===== config.mk =====
export PLATFORM = sky130hd
export DESIGN_NAME = conv2_pixel_scheduler
export DESIGN_NICKNAME = d
export VERILOG_FILES = /design/src/rtl/conv2_pixel_scheduler.sv
export SDC_FILE = /design/constraint.sdc
export NUM_CORES = 2
export LEC_CHECK = 0
export ABC_AREA = 1
export BUFFER_PORTS_ARGS = -buffer_cell sky130_fd_sc_hd__buf_4
export CAP_MARGIN = 30
export CORE_MARGIN = 4
export CORE_UTILIZATION = 30
export CTS_CLUSTER_SIZE = 16
export DETAILED_ROUTE_END_ITERATION = 12
export PLACE_DENSITY = 0.48
export SYNTH_ARGS = -nofsm -noshare
export SYNTH_HDL_FRONTEND = slang
export SYNTH_SLANG_ARGS = --single-unit
export TNS_END_PERCENT = 1

===== constraint.sdc =====
create_clock -name clk -period 6.7 [get_ports clk]
set_input_delay 1.005 -clock clk [delete_from_list [all_inputs] [get_ports clk]]
set_output_delay 1.005 -clock clk [all_outputs]
set_load 0.05 [all_outputs]

===== src/rtl/conv2_pixel_scheduler.sv =====
// Streaming (filter,row,col) issue sequencer for the conv2 filter pipeline.
// Retires in-order results with coordinates through a credit-limited output FIFO.
module conv2_pixel_scheduler #(
    parameter int unsigned NUM_F   = 32,
    parameter int unsigned MAP_H   = 14,
    parameter int unsigned MAP_W   = 14,
    parameter int unsigned DEPTH   = 32,
    parameter int unsigned TIMEOUT = 64
) (
    input  logic        clk,
    input  logic        reset,
    input  logic        start,
    output logic        busy,
    output logic        done,
    output logic        issue_valid,
    output logic [4:0]  issue_f,
    output logic [3:0]  issue_i,
    output logic [3:0]  issue_j,
    input  logic        pipe_valid,
    input  logic [31:0] pipe_result,
    output logic        wr_valid,
    input  logic        wr_ready,
    output logic [4:0]  wr_f,
    output logic [3:0]  wr_i,
    output logic [3:0]  wr_j,
    output logic [31:0] wr_data,
    output logic        err_unexp,
    output logic        err_timeout
);

    localparam int unsigned CW = $clog2(DEPTH + 1);
    localparam int unsigned PW = (DEPTH > 1) ? $clog2(DEPTH) : 1;
    localparam int unsigned TW = (TIMEOUT > 1) ? $clog2(TIMEOUT) : 1;

    localparam logic [2:0] S_IDLE  = 3'd0;
    localparam logic [2:0] S_RUN   = 3'd1;
    localparam logic [2:0] S_DRAIN = 3'd2;
    localparam logic [2:0] S_DONE  = 3'd3;
    localparam logic [2:0] S_WAIT  = 3'd4;

    logic [2:0]    state_q, state_d;
    logic [4:0]    f_q, f_d, rf_q, rf_d;
    logic [3:0]    i_q, i_d, ri_q, ri_d;
    logic [3:0]    j_q, j_d, rj_q, rj_d;
    logic [CW-1:0] in_flight_q, in_flight_d;
    logic [CW-1:0] count_q, count_d;
    logic [PW-1:0] wr_ptr_q, wr_ptr_d, rd_ptr_q, rd_ptr_d;
    logic [TW-1:0] idle_q, idle_d;
    logic          err_unexp_q, err_unexp_d;
    logic          err_timeout_q, err_timeout_d;
    logic [44:0]   mem_q [DEPTH];
    logic [44:0]   mem_d [DEPTH];

    logic [CW:0] credit_used;
    logic        issue_en, last_issue, push, pop, fifo_full, timeout_hit;
    logic [44:0] head;

    assign credit_used = {1'b0, in_flight_q} + {1'b0, count_q};
    assign issue_en    = (state_q == S_RUN) && (credit_used < (CW+1)'(DEPTH));
    assign last_issue  = (f_q == 5'(NUM_F - 1)) && (i_q == 4'(MAP_H - 1)) && (j_q == 4'(MAP_W - 1));
    assign push        = pipe_valid && (in_flight_q != '0);
    assign pop         = wr_valid && wr_ready;
    assign fifo_full   = (count_q == CW'(DEPTH));
    assign timeout_hit = (in_flight_q != '0) && !pipe_valid && (idle_q == TW'(TIMEOUT - 1));
    assign head        = mem_q[rd_ptr_q];

    always_comb begin
        state_d       = state_q;
        f_d           = f_q;
        i_d           = i_q;
        j_d           = j_q;
        rf_d          = rf_q;
        ri_d          = ri_q;
        rj_d          = rj_q;
        in_flight_d   = in_flight_q;
        count_d       = count_q;
        wr_ptr_d      = wr_ptr_q;
        rd_ptr_d      = rd_ptr_q;
        idle_d        = idle_q;
        err_unexp_d   = err_unexp_q;
        err_timeout_d = err_timeout_q;
        mem_d         = mem_q;

        case (state_q)
            S_IDLE: if (start) begin
                state_d       = S_RUN;
                f_d           = '0;
                i_d           = '0;
                j_d           = '0;
                rf_d          = '0;
                ri_d          = '0;
                rj_d          = '0;
                err_unexp_d   = 1'b0;
                err_timeout_d = 1'b0;
            end
            S_RUN:   if (issue_en && last_issue) state_d = S_DRAIN;
            S_DRAIN: if (in_flight_q == '0 && count_q == '0) state_d = S_DONE;
            S_DONE:  state_d = S_WAIT;
            S_WAIT:  if (!start) state_d = S_IDLE;
            default: state_d = S_IDLE;
        endcase

        if (issue_en) begin
            j_d = j_q + 4'd1;
            if (j_q == 4'(MAP_W - 1)) begin
                j_d = '0;
                i_d = i_q + 4'd1;
                if (i_q == 4'(MAP_H - 1)) begin
                    i_d = '0;
                    f_d = (f_q == 5'(NUM_F - 1)) ? '0 : f_q + 5'd1;
                end
            end
        end

        // The filter unit is in-order, so the retire counter alone tags each result.
        if (push) begin
            mem_d[wr_ptr_q] = {rf_q, ri_q, rj_q, pipe_result};
            wr_ptr_d = (wr_ptr_q == PW'(DEPTH - 1)) ? '0 : wr_ptr_q + 1'b1;
            rj_d = rj_q + 4'd1;
            if (rj_q == 4'(MAP_W - 1)) begin
                rj_d = '0;
                ri_d = ri_q + 4'd1;
                if (ri_q == 4'(MAP_H - 1)) begin
                    ri_d = '0;
                    rf_d = (rf_q == 5'(NUM_F - 1)) ? '0 : rf_q + 5'd1;
                end
            end
        end
        if (pop) rd_ptr_d = (rd_ptr_q == PW'(DEPTH - 1)) ? '0 : rd_ptr_q + 1'b1;

        if (issue_en && !push)      in_flight_d = in_flight_q + 1'b1;
        else if (!issue_en && push) in_flight_d = in_flight_q - 1'b1;
        if (push && !pop)           count_d = count_q + 1'b1;
        else if (!push && pop)      count_d = count_q - 1'b1;

        if (pipe_valid && in_flight_q == '0) err_unexp_d = 1'b1;

        if (pipe_valid || in_flight_q == '0 || timeout_hit) idle_d = '0;
        else                                                idle_d = idle_q + 1'b1;

        if (timeout_hit) begin
            err_timeout_d = 1'b1;
            in_flight_d   = '0;
            count_d       = '0;
            wr_ptr_d      = '0;
            rd_ptr_d      = '0;
            state_d       = S_DONE;
        end
    end

    always_ff @(posedge clk) begin
        if (reset) begin
            state_q       <= S_IDLE;
            f_q           <= '0;
            i_q           <= '0;
            j_q           <= '0;
            rf_q          <= '0;
            ri_q          <= '0;
            rj_q          <= '0;
            in_flight_q   <= '0;
            count_q       <= '0;
            wr_ptr_q      <= '0;
            rd_ptr_q      <= '0;
            idle_q        <= '0;
            err_unexp_q   <= 1'b0;
            err_timeout_q <= 1'b0;
        end else begin
            state_q       <= state_d;
            f_q           <= f_d;
            i_q           <= i_d;
            j_q           <= j_d;
            rf_q          <= rf_d;
            ri_q          <= ri_d;
            rj_q          <= rj_d;
            in_flight_q   <= in_flight_d;
            count_q       <= count_d;
            wr_ptr_q      <= wr_ptr_d;
            rd_ptr_q      <= rd_ptr_d;
            idle_q        <= idle_d;
            err_unexp_q   <= err_unexp_d;
            err_timeout_q <= err_timeout_d;
        end
    end

    always_ff @(posedge clk) begin
        mem_q <= mem_d;
    end

    a_no_overflow: assert property (@(posedge clk) disable iff (reset) !(push && fifo_full));

    assign busy        = (state_q == S_RUN) || (state_q == S_DRAIN);
    assign done        = (state_q == S_DONE) || (state_q == S_WAIT);
    assign issue_valid = issue_en;
    assign issue_f     = f_q;
    assign issue_i     = i_q;
    assign issue_j     = j_q;
    assign wr_valid    = (count_q != '0);
    assign wr_f        = wr_valid ? head[44:40] : '0;
    assign wr_i        = wr_valid ? head[39:36] : '0;
    assign wr_j        = wr_valid ? head[35:32] : '0;
    assign wr_data     = wr_valid ? head[31:0]  : '0;
    assign err_unexp   = err_unexp_q;
    assign err_timeout = err_timeout_q;

endmodule

==> flow_metrics.env <==
export IMPL_worst_r2r_setup_slack_ps=2830
export IMPL_power_density_mw_per_mm2=366
export IMPL_finalNetCount=4870
export IMPL_grt_max_degree=175
export IMPL_hold_viol=0
export IMPL_fp_row_count=163
export IMPL_final_cell_mix="edfxtp_1, nor2_1, o21ai_0"
export IMPL_clk_path_buf_depth=3
export IMPL_via_per_inst=5.07
export IMPL_tightest_slew_ps=1020
export IMPL_syn_nets=4811
export IMPL_report_final_slew_viol_count=0
export IMPL_rsz0062_at_grt="no"
export IMPL_cts_tree="yes"
export IMPL_final_common_cell="edfxtp_1"
export IMPL_fp_coreArea_sq_mm=0.198
export IMPL_start_kind="flop"
export IMPL_crit_required_ps=5690
export IMPL_port_buffers=100
export IMPL_path_cells="buf_4, o21ai_0, o22ai_1, o21ai_0, nor2_1, o21ai_0, nor2_1, buf_4"
export IMPL_status="completed"
export IMPL_crit_fanout=83
export IMPL_hp_start="idle_q[0]"
export IMPL_post_route_min_period_ps=5390
export IMPL_cts_made_buffers=162
export IMPL_synth_cell_types=35
export IMPL_yosysWarnings=0
export IMPL_drt_iter0_markers=3836
export IMPL_crit_path_end_kind="output pin"
export IMPL_track_usage_pct=17.2
export IMPL_ant_nets=0
export IMPL_drcViolationCount=0
export IMPL_htree_levels=4
export IMPL_hold_path_class="reg2reg"
export IMPL_netlist_area_sq_mm=0.0597
export IMPL_dp_slack_ps=2110
export IMPL_skew_ps=46.8
export IMPL_vias=38400
export IMPL_layout_drive_gt1_share_pct=9.40
export IMPL_crit_start="rd_ptr_q[1]"
export IMPL_area_delta_synth_final_pct=15.6
export IMPL_crit_buf_inv=2
export IMPL_grt_pass1_wl_mm=261
export IMPL_irDropWorstVdd_v=0.000346
export IMPL_grt_overflow_total=0
export IMPL_synth_seq_cells=1499
export IMPL_finalSetupTns_ps=0
export IMPL_clock_sinks=1499
export IMPL_netlist_instances=4741
export IMPL_cts_resized=0
export IMPL_path_delay_family="buffers and inverters"
export IMPL_cp_slowest_cell="dfxtp_4"
export IMPL_fmax_mhz=186
export IMPL_r2r_start="in_flight_q[0]"
export IMPL_slowest_delay_ps=930
export IMPL_post_cts_buffers=0
export IMPL_power_uw=25300
export IMPL_die_w_um=454
export IMPL_wl_mm=181
export IMPL_min_period_over_period_pct=80.4
export IMPL_gp_congestion=0.756
export IMPL_die_area_sq_mm=0.206
export IMPL_crit_arrival_ps=4390
export IMPL_wire_per_inst_um=23.9
export IMPL_synth_area_per_cell_sq_um=12.6
export IMPL_path_class="reg2out"
export IMPL_fin_ws_ps=1310
export IMPL_maxCapViolations=0
export IMPL_setup_viol=0
export IMPL_hold_buffers=0
export IMPL_clk_insertion_delay_late_ps=810
export IMPL_relSlewSlack_pct=31.8
export IMPL_ios=101
export IMPL_leakagePower_uw=0.0223
export IMPL_first_global_vias=37000
export IMPL_root_buffer="clkbuf_16"
export IMPL_antenna_found_initial=13
export IMPL_cts_clk_slew_worst_paths_ps=60
export IMPL_dp_hpwl_mm=93.6
export IMPL_seq_area_frac_synth_pct=74.4
export IMPL_initial_utilization_pct=30.2
export IMPL_fp_dieH_um=454
export IMPL_drt_first_pass_iters=5
export IMPL_path_common_cell="o21ai_0"
## cell families after synthesis
| logic type | synth area share, % |
|---|---|
| DFF | 74.4 |
| adders and majority gates | 0.716 |
| buffers and inverters | 2.75 |
| and+or+nand+nor | 10.3 |
| AOI/OAI and AO/OA | 11.6 |
| xor gates and xnor gates | 0.308 |
## path summary, 6_finish.rpt
path | endpoint | cells past startpoint
setup / recovery | wr_f[4] | 8
hold / removal | idle_q[0] | 1
setup reg to reg | mem_q[279] | 7
hold reg to reg | idle_q[0] | 1
## flip-flops by register name, summed over array words and instances, names as in the netlist, 5 cells and up
signal and cells:
rd_ptr_q 5, issue_f 5, count_q 6, mem_q 1440
idle_q 6, wr_ptr_q 5, rf_q 5, in_flight_q 6
## per-layer routing
| metal | wire (um) | global-route usage [%] | up-vias |
|---|---|---|---|
| li1 | - | - | 17500 |
| met1 | 81100 | 24.0 | 19400 |
| met2 | 85100 | 27.7 | 1139 |
| met3 | 10900 | 2.94 | 247 |
| met4 | 3840 | 4.52 | 2 |
| met5 | 13 | 0 | - |
## synth_stat cells, drive strengths merged
cell type	n	share of area [%]
nand2	289	1.8
o21a	1	0.013
a21oi	57	0.48
nand3b	2	0.025
o211ai	133	1.7
nand3	178	1.5
nand4	13	0.14
a31oi	37	0.39
edfxtp	1440	72
xor2	13	0.19
buf	125	1.1
clkinv	4	0.025
fa	2	0.067
clkbuf	184	1.2
and3	3	0.031
nor3	8	0.067
o21bai	3	0.038
nor2	1056	6.6
ha	31	0.65
or2	3	0.031
xnor2	8	0.12
dfxtp	59	2.0
o221ai	2	0.029
a211oi	5	0.063
o22ai	202	2.1
nor3b	2	0.025
o21ai	813	6.8
inv	67	0.42
a21boi	1	0.013
## worst reg2reg max path: cells and delay by family, from the launching register on
family / cells / cell delay [ps]
buf+inv: 3 / 1100
flops: 1 / 400
simple gates: 4 / 1970
## where the power goes
| group | internal (uW) | switching (uW) | total, uW |
|---|---|---|---|
| combinational | 1610 | 4280 | 5890 |
| sequential | 10500 | 181 | 10700 |
| clock | 4970 | 3720 | 8690 |
## layout make-up
class	count	area [sq um]
Sequential cell	1499	44400
Inverter	71	299
Tap cell	2640	3300
Timing Repair Buffer	204	1960
Antenna cell	6	15.0
Clock inverter	88	840
Clock buffer	200	4280
Multi-Input combinational cell	2862	13900
Fill cell	19200	129000
## metrics by stage
| stage | hold slack, ps | util, % | cells | cell area, sq um |
|---|---|---|---|---|
| after floorplan | 430 | - | 4741 | 59700 |
| after global placement | 446 | 32.2 | 7265 | 63700 |
| after detailed placement | 454 | 32.3 | 7273 | 63900 |
| after CTS | 466 | 34.9 | 7561 | 69000 |
| after global routing | 484 | 35.0 | 7568 | 69100 |
| final | 461 | 35.0 | 7570 | 69100 |
Power figures use the tool's default switching activity.
